<file path="config.mk">
export PLATFORM = sky130hd
export DESIGN_NAME = n64_rx_flat
export DESIGN_NICKNAME = d
export VERILOG_FILES = /design/src/rtl/n64_rx_if.sv /design/src/rtl/n64_rx.sv /design/src/flat_wrapper.sv
export SDC_FILE = /design/constraint.sdc
export NUM_CORES = 1
export LEC_CHECK = 0
export ABC_AREA = 1
export CAP_MARGIN = 20
export CELL_PAD_IN_SITES_DETAIL_PLACEMENT = 1
export CELL_PAD_IN_SITES_GLOBAL_PLACEMENT = 2
export CORE_ASPECT_RATIO = 0.7
export CORE_UTILIZATION = 25
export CTS_BUF_LIST = sky130_fd_sc_hd__clkbuf_2 sky130_fd_sc_hd__clkbuf_4 sky130_fd_sc_hd__clkbuf_8
export CTS_CLUSTER_DIAMETER = 40
export DETAILED_ROUTE_END_ITERATION = 10
export GPL_TIMING_DRIVEN = 0
export HOLD_SLACK_MARGIN = 0.15
export PLACE_DENSITY = 0.63
export SLEW_MARGIN = 20
export SYNTH_ARGS = -nofsm -noshare
export SYNTH_HDL_FRONTEND = slang
export SYNTH_SLANG_ARGS = --single-unit
</file>
<file path="constraint.sdc">
create_clock -name clk -period 3 [get_ports clk]
set_input_delay 0.45 -clock clk [delete_from_list [all_inputs] [get_ports clk]]
set_output_delay 0.45 -clock clk [all_outputs]
set_load 0.005 [all_outputs]
</file>
<file path="src/rtl/n64_rx_if.sv">
// Bundle of the N64 receiver's arm/data-line inputs and its decoded-word outputs.
// The master drives arm and line, the slave (receiver) presents results.
interface n64_rx_if #(
    parameter int N = 32
) ();
    logic         start;
    logic         din;
    logic [N-1:0] data;
    logic         valid;
    logic         busy;
    logic         err;

    modport master (
        output start,
        output din,
        input  data,
        input  valid,
        input  busy,
        input  err
    );

    modport slave (
        input  start,
        input  din,
        output data,
        output valid,
        output busy,
        output err
    );
endinterface

</file>
<file path="src/rtl/n64_rx.sv">
// N64 controller response receiver: measures each low pulse on the single-wire
// line, deserializes N bits MSB-first, waits out the stop bit and strobes the word.
module n64_rx #(
    parameter int N       = 32,
    parameter int THRESH  = 24,
    parameter int GLITCH  = 3,
    parameter int TIMEOUT = 1200
) (
    input  logic     clk,
    input  logic     rstn,
    n64_rx_if.slave  bus
);
    localparam int CW = $clog2(TIMEOUT + 1);
    localparam int BW = $clog2(N + 1);

    typedef enum logic [2:0] {
        IDLE,
        WAIT_FALL,
        MEAS_LOW,
        STOP_FALL,
        STOP_RISE,
        ABORT
    } state_t;

    state_t         r_state;
    logic           r_sync1;
    logic           r_ds;
    logic           r_ds_d;
    logic [CW-1:0]  r_cnt;
    logic [BW-1:0]  r_bits;
    logic [N-1:0]   r_shift;
    logic [N-1:0]   r_data;
    logic           r_valid;
    logic           r_busy;
    logic           r_err;

    logic           w_fall;
    logic           w_rise;
    logic           w_tmo;
    logic           w_bit;
    logic           w_glitch;
    logic [CW-1:0]  w_cnt_inc;
    logic [BW-1:0]  w_bits_inc;

    assign w_fall     = r_ds_d & ~r_ds;
    assign w_rise     = ~r_ds_d & r_ds;
    assign w_tmo      = (r_cnt == CW'(TIMEOUT));
    assign w_cnt_inc  = w_tmo ? r_cnt : r_cnt + CW'(1);
    assign w_bit      = (r_cnt < CW'(THRESH));
    assign w_glitch   = (r_cnt < CW'(GLITCH));
    assign w_bits_inc = r_bits + BW'(1);

    assign bus.data  = r_data;
    assign bus.valid = r_valid;
    assign bus.busy  = r_busy;
    assign bus.err   = r_err;

    always_ff @(posedge clk) begin
        if (!rstn) begin
            r_state <= IDLE;
            r_sync1 <= 1'b1;
            r_ds    <= 1'b1;
            r_ds_d  <= 1'b1;
            r_cnt   <= '0;
            r_bits  <= '0;
            r_shift <= '0;
            r_data  <= '0;
            r_valid <= 1'b0;
            r_busy  <= 1'b0;
            r_err   <= 1'b0;
        end else begin
            r_sync1 <= bus.din;
            r_ds    <= r_sync1;
            r_ds_d  <= r_ds;
            r_valid <= 1'b0;
            r_err   <= 1'b0;

            case (r_state)
                IDLE: begin
                    if (bus.start) begin
                        r_state <= WAIT_FALL;
                        r_cnt   <= '0;
                        r_bits  <= '0;
                        r_busy  <= 1'b1;
                    end else begin
                        r_busy  <= 1'b0;
                    end
                end
                WAIT_FALL: begin
                    if (w_fall) begin
                        r_state <= MEAS_LOW;
                        r_cnt   <= CW'(1);
                    end else if (w_tmo) begin
                        r_state <= ABORT;
                        r_err   <= 1'b1;
                    end else begin
                        r_cnt   <= w_cnt_inc;
                    end
                end
                MEAS_LOW: begin
                    // The low width is final at the rising edge; high time only feeds the timeout.
                    if (w_rise) begin
                        r_cnt <= '0;
                        if (w_glitch) begin
                            r_state <= WAIT_FALL;
                        end else begin
                            r_shift <= {r_shift[N-2:0], w_bit};
                            r_bits  <= w_bits_inc;
                            r_state <= (w_bits_inc == BW'(N)) ? STOP_FALL : WAIT_FALL;
                        end
                    end else if (w_tmo) begin
                        r_state <= ABORT;
                        r_err   <= 1'b1;
                    end else begin
                        r_cnt   <= w_cnt_inc;
                    end
                end
                STOP_FALL: begin
                    if (w_fall) begin
                        r_state <= STOP_RISE;
                        r_cnt   <= CW'(1);
                    end else if (w_tmo) begin
                        r_state <= ABORT;
                        r_err   <= 1'b1;
                    end else begin
                        r_cnt   <= w_cnt_inc;
                    end
                end
                STOP_RISE: begin
                    // busy stays high through the valid cycle and drops from IDLE.
                    if (w_rise) begin
                        r_data  <= r_shift;
                        r_valid <= 1'b1;
                        r_state <= IDLE;
                    end else if (w_tmo) begin
                        r_state <= ABORT;
                        r_err   <= 1'b1;
                    end else begin
                        r_cnt   <= w_cnt_inc;
                    end
                end
                ABORT: begin
                    r_state <= IDLE;
                    r_busy  <= 1'b0;
                end
                default: begin
                    r_state <= IDLE;
                    r_busy  <= 1'b0;
                end
            endcase
        end
    end
endmodule

</file>
<file path="src/flat_wrapper.sv">
// flat-port wrapper written by rule: the top's interface ports become plain ports
module n64_rx_flat 
#(
    parameter int N       = 32,
    parameter int THRESH  = 24,
    parameter int GLITCH  = 3,
    parameter int TIMEOUT = 1200
)
  (clk, rstn, bus_start, bus_din, bus_data, bus_valid, bus_busy, bus_err);
  n64_rx_if #(.N(N)) bus_i ();
  input  logic clk;
  input  logic rstn;
  input wire logic [$bits(bus_i.start)-1:0] bus_start;
  input wire logic [$bits(bus_i.din)-1:0] bus_din;
  output wire logic [$bits(bus_i.data)-1:0] bus_data;
  output wire logic [$bits(bus_i.valid)-1:0] bus_valid;
  output wire logic [$bits(bus_i.busy)-1:0] bus_busy;
  output wire logic [$bits(bus_i.err)-1:0] bus_err;
  assign bus_i.start = bus_start;
  assign bus_i.din = bus_din;
  assign bus_data = bus_i.data;
  assign bus_valid = bus_i.valid;
  assign bus_busy = bus_i.busy;
  assign bus_err = bus_i.err;
  n64_rx #(.N(N), .THRESH(THRESH), .GLITCH(GLITCH), .TIMEOUT(TIMEOUT)) u_core (.clk(clk), .rstn(rstn), .bus(bus_i));
endmodule
</file>
==> results.json, run 1 <==
{
  "cp.required_ns": 3.25,
  "fin_setup_tns_ns": 0,
  "num_antenna_cells": 0,
  "path_cells": "nor2_2, nand2_1, nor2_1, inv_1, clkbuf_1, nor2_1, nor2_1",
  "wl_per_cell_um": 13.60,
  "hold_violations": 0,
  "use_met3_pct": 3.421,
  "seq_area_frac_synth_pct": 48.02,
  "grtUsageTotal_pct": 14.91,
  "first_pass_iters": 4,
  "numPlacedInstances": 759,
  "crit_fanout": 10,
  "crit_start": "u_core.r_state[1]$_SDFFE_PN0P_",
  "rsz0062_at_grt": "false",
  "die_h_um": 104.5,
  "gp_congestion": 0.7807,
  "leakage_nw": 2.114,
  "post_cts_buffers": 0,
  "initial_core_util_pct": 25.57,
  "arrival_ns": 2.30,
  "start_kind": "register",
  "worstHoldStart": "u_core.r_sync1$_SDFF_PN1_",
  "cts_resized": 0,
  "synth-seq-cells": 90,
  "root_buffer": "clkbuf_8",
  "dr_total_vias": 3465,
  "ioPinCount": 39,
  "fin_skew_ns": 0.009702,
  "top_usage_layer": "met1",
  "numCtsBuffers": 9,
  "hpwl_um": 7833,
  "slew_violations": 0,
  "syn_area_mm2": 0.003752,
  "grt_first_pass_wirelength_um": 18030,
  "relSlewSlack_pct": 53.93,
  "final.min_clock_period_ns": 2.051,
  "cts_tree": "built",
  "synth_cell_types": 30,
  "finish.utilization_pct": 31.69,
  "fp-row-count": 37,
  "outcome": "finished clean",
  "ir_worst_vdd_uv": 308.0,
  "hold_buffers": 0,
  "postRouteWirelength_um": 10540,
  "yosysTopAreaCell": "dfxtp_1",
  "synth_flop_cell": "dfxtp_1",
  "dieArea_mm2": 0.01551,
  "clockBufferDepth": 2,
  "drc_errors": 0,
  "worst_path_most_repeated_cell": "nor2_1",
  "cp_slowest_cell": "nor2_1",
  "grt_pass1_vias": 3452,
  "avgViaCountPerCell": 4.471,
  "ant_nets": 0,
  "core_mm2": 0.01468,
  "synthArstFlopShare_pct": 0,
  "syn_area_per_cell_um2": 7.134,
  "max_cap_violations": 0,
  "synth_edf_count": 0,
  "crit_path_end_kind": "register",
  "clkTransAtPathRegs_ns": 0.09,
  "worst-setup-path-type": "reg2reg",
  "fmax_mhz": 487.7,
  "synth_cells": 526,
  "clk_latency_ns": 0.36,
  "drive_gt1_share_pct": 8.276,
  "grt_max_degree": 16,
  "layout.nets": 583,
  "layout.cells.non_filler": 775,
  "yosysWarnings": 0,
  "grtUsageMet1_pct": 22.48,
  "io_buffers": 38,
  "first_iter_violations": 198,
  "tightest_slew_ns": 0.6911,
  "die_x_um": 148.4,
  "cts-htree-levels": 3,
  "hp-class": "reg2reg",
  "area_delta_synth_final_pct": 23.94,
  "grt_antenna_before_repair": 0,
  "gr-total-overflow": 0,
  "powerDensity_mw_per_mm2": 522.6,
  "cts_sinks": 90,
  "layout_worst_path_cycle_share_pct": 68.35,
  "yosys.area.top_type_share_pct": 48.02,
  "max_stage_delay_ns": 0.42,
  "synth_nets": 534,
  "setup_viol": 0,
  "synth_area_leaders": "dfxtp_1, nor2_1, o21ai_0",
  "r2r_start": "u_core.r_state[1]$_SDFFE_PN0P_",
  "grt_util_met2_pct": 20.96
}
## through the flow
| step | hold WS [ns] | total power [W] | setup slack, ns | instance area [um2] |
|---|---|---|---|---|
| 2_1_floorplan | 0.3925 | 0.001300 | 1.579 | 3752 |
| 3_3_place_gp | 0.4053 | 0.001338 | 0.6557 | 4377 |
| 3_5_place_dp | 0.4095 | 0.001340 | 0.6160 | 4377 |
| 4_1_cts | 0.4331 | 0.002479 | 0.8529 | 4651 |
| 5_1_grt | 0.4423 | 0.002548 | 0.6923 | 4651 |
| 6_report | 0.4259 | 0.002430 | 0.9494 | 4651 |
## report_power, final
part	switching, W	internal, W	total, W
Sequential	0.00000563	0.00120	0.00121
Clock	0.000458	0.000664	0.00112
Combinational	0.0000717	0.0000312	0.000103
## metal layers
layer  routed length (um)  part of all wire, %
met2                 4222                   40
met4                  102                 0.97
met1                 5950                   56
met3                  261                  2.5
met5                    0                    0
## final timing paths
kind / cells past startpoint / slack, ns / to
max: 7 / 0.95 / u_core.bus.data[10]$_SDFFE_PN0P_
max reg2reg: 7 / 0.95 / u_core.bus.data[10]$_SDFFE_PN0P_
min reg2reg: 1 / 0.43 / u_core.r_ds$_SDFF_PN1_
min: 1 / 0.43 / u_core.r_ds$_SDFF_PN1_
## synth_stat cells, drive strengths merged, types with 2 or more instances
library cell  count
a21oi            12
o21ai            68
nor2            168
nor3              4
ha                4
buf              12
clkbuf           10
dfxtp            90
nand3            25
inv              37
nand3b            2
nand2            78
or2               5
nand4             5
## area by class of cell
cell class	instances	area, um2
fill	1807	10020
clock buffer	10	137.6
tap	195	244.0
timing repair buffer	38	380.4
inverter	37	138.9
multi-input combinational	377	1693
buffer	22	118.9
sequential	90	1802
clock inverter	6	136.4
## logic make-up after synthesis
family | synth area share (%)
flip-flops | 48.02
XOR/XNOR | 0.4669
AO/OA/AOI/OAI | 11.87
AND/OR/NAND/NOR | 31.44
adder cells (fa/ha/maj) | 1.334
buffers and inverters | 6.869
## worst max-delay path: cells and delay by family, from the launching register on
family        cells  cell delay [ns]
simple gates      5             1.02
flops             1             0.40
buf+inv           2             0.52
## sequential cells by signal, summed over array words and instances, names as in the netlist
name and flops:
u_core.bus.busy 1, u_core.bus.data 32, u_core.bus.err 1, u_core.bus.valid 1
u_core.r_bits 6, u_core.r_cnt 11, u_core.r_ds 1, u_core.r_ds_d 1
u_core.r_shift 32, u_core.r_state 3, u_core.r_sync1 1
## placed cells by master (no fill, tap or decap), drive strengths merged, types with 5 or more instances in the layout
master	instances
o21ai	68
nand4	5
nand3	25
clkdlybuf4s50	38
or2	5
inv	38
clkbuf	20
buf	12
nor2	168
dfxtp	90
a21oi	12
nand2	78
(Power assumes the default switching activity.)
==> inputs of run 2 (changes only) <==
clock period = 1.9 ns   (was 3 ns; I/O delays follow)
==> results.json, run 2 (synthesis gave the netlist of run 1 again) <==
{
  "path_cells": "nor2_1, nand2_1, nor2_1, a21oi_4, inv_1, buf_2, nor2_1, nor2_1",
  "gp_congestion": 0.7807,
  "start_kind": "register",
  "first_iter_violations": 202,
  "cp_num_buf_inv": 2,
  "initial_core_util_pct": 25.57,
  "p_int_w": 0.002996,
  "fin_skew_ns": 0.009475,
  "grt_first_pass_wirelength_um": 18050,
  "cp_top_family": "simple AND/OR/NAND/NOR gates",
  "hp-class": "reg2reg",
  "grt_util_met2_pct": 20.96,
  "final.min_clock_period_ns": 1.738,
  "numCtsBuffers": 9,
  "postRouteWirelength_um": 10550,
  "fp-row-count": 37,
  "first_pass_iters": 4,
  "gr-total-overflow": 0,
  "worst-path-stages": 8,
  "tightest_slew_ns": 0.6816,
  "grt_pass1_vias": 3454,
  "top_usage_layer": "met1",
  "r2r_slack_ns": 0.16,
  "area_delta_synth_final_pct": 25.44,
  "grt_antenna_before_repair": 0,
  "outcome": "finished clean",
  "clockBufferDepth": 2,
  "dieArea_mm2": 0.01551,
  "max_stage_delay_ns": 0.35,
  "cts_sinks": 90,
  "ant_nets": 0,
  "combPwrFrac_pct": 4.4,
  "io_buffers": 38,
  "hold_depth": 1,
  "cts-htree-levels": 3,
  "clk_latency_ns": 0.36,
  "hpwl_um": 7833,
  "drive_gt1_share_pct": 9.966,
  "slew_violations": 0,
  "cp.required_ns": 2.19,
  "grt_max_degree": 16,
  "pwr-share-seq_pct": 49.6,
  "drc_errors": 0,
  "crit_fanout": 10,
  "p_sw_share_pct": 22.03,
  "core_mm2": 0.01468,
  "die_x_um": 148.4,
  "fmax_mhz": 575.3,
  "die_h_um": 104.5,
  "use_met3_pct": 3.421,
  "powerDensity_mw_per_mm2": 816.3,
  "layout.nets": 585,
  "crit_path_end_kind": "register",
  "clock_power_share_pct": 46.1,
  "arrival_ns": 2.03,
  "grtUsageTotal_pct": 14.92,
  "relSlewSlack_pct": 54.56,
  "max_cap_violations": 0,
  "cts_tree": "built",
  "power_switching_w": 0.0008467,
  "worst-setup-path-type": "reg2reg",
  "leakage_nw": 2.136,
  "layout_setup_ws_ns": 0.1618,
  "clkTransAtPathRegs_ns": 0.09,
  "layout_common_cells": "nor2_1, dfxtp_1, nand2_1",
  "r2r_cells": 8,
  "dr_total_vias": 3484,
  "grtUsageMet1_pct": 22.51,
  "place_ws_ns": -0.3190,
  "total_power_w": 0.003842,
  "cp_slowest_cell": "dfxtp_1",
  "layout_worst_path_cycle_share_pct": 91.49,
  "avgViaCountPerCell": 4.484,
  "layout_commonest_cell": "nor2_1",
  "rsz0062_at_grt": "false",
  "ioPinCount": 39,
  "num_antenna_cells": 0,
  "worst_path_most_repeated_cell": "nor2_1",
  "hold_violations": 0,
  "wl_per_cell_um": 13.58,
  "setup_viol": 0,
  "ir_worst_vdd_uv": 484.6,
  "root_buffer": "clkbuf_8"
}
[run 2: cell types whose count changed in the layout (fill, tap and decap cells not counted), sizes merged]
cell / change
buf: +2
[run 2: final timing paths]
| path | start | endpoint |
|---|---|---|
| worst max-delay path | u_core.r_cnt[5]$_SDFFE_PN0P_ | u_core.r_shift[31]$_SDFFE_PN0P_ |
| worst min-delay path | u_core.r_sync1$_SDFF_PN1_ | u_core.r_ds$_SDFF_PN1_ |
| worst max register to register | u_core.r_cnt[5]$_SDFFE_PN0P_ | u_core.r_shift[31]$_SDFFE_PN0P_ |
| worst min register to register | u_core.r_sync1$_SDFF_PN1_ | u_core.r_ds$_SDFF_PN1_ |
[run 2: metrics by stage]
step / utilization [%] / TNS [ns] / cell area, um2 / hold slack (ns) / cells
4_1_cts: 31.74 / 0 / 4658 / 0.4331 / 775
5_1_grt: 32.07 / 0 / 4707 / 0.4419 / 777
3_5_place_dp: 29.82 / -7.046 / 4377 / 0.4095 / 759
6_report: 32.07 / 0 / 4707 / 0.4257 / 777
2_1_floorplan: - / 0 / 3752 / 0.3916 / 526
3_3_place_gp: 29.82 / -6.092 / 4377 / 0.4053 / 759
[run 2: layout make-up]
class | instances | area (um2)
Fill cell | 1802 | 9968
Tap cell | 195 | 244.0
Sequential cell | 90 | 1804
Clock inverter | 6 | 136.4
Multi-Input combinational cell | 377 | 1730
Buffer | 22 | 120.1
Timing Repair Buffer | 40 | 395.4
Clock buffer | 10 | 137.6
Inverter | 37 | 138.9
[run 2: worst register-to-register path, cell delays in order (launching register included)]
cell and delay (ns):
dfxtp_1 0.35, nor2_1 0.18, nand2_1 0.07, nor2_1 0.33
a21oi_4 0.13, inv_1 0.17, buf_2 0.27, nor2_1 0.07
nor2_1 0.11
[run 2: repair_timing]
item | 4_1_cts | 5_1_grt
resized for setup | 2 | 11
gates cloned | 0 | 0
hold endpoints to repair | 0 | 0
hold buffers | 0 | 0
pin swaps | 0 | 2
buffers inserted | 0 | 2
setup endpoints to repair | 31 | 67
[run 2: power groups by stage]
stage | clock network [W] | registers (W) | logic (W)
5_1_grt | 0.00192 | 0.00191 | 0.000198
6_report | 0.00177 | 0.00190 | 0.000168
3_5_place_dp | 0 | 0.00195 | 0.000167
2_1_floorplan | 0 | 0.00195 | 0.000106
3_3_place_gp | 0 | 0.00195 | 0.000164
4_1_cts | 0.00184 | 0.00190 | 0.000168
[run 2: metal layers]
metal / wire length (um) / vias to the layer above
met5: 0 / -
met4: 102 / 0
met3: 289 / 7
met2: 4285 / 40
met1: 5876 / 1665
li1: - / 1772
==> inputs of run 3 (changes only) <==
GPL_ROUTABILITY_DRIVEN = 0   (was not set)
==> results of run 3 <==
The final DEF is identical to that of run 2; final timing and power are the same.
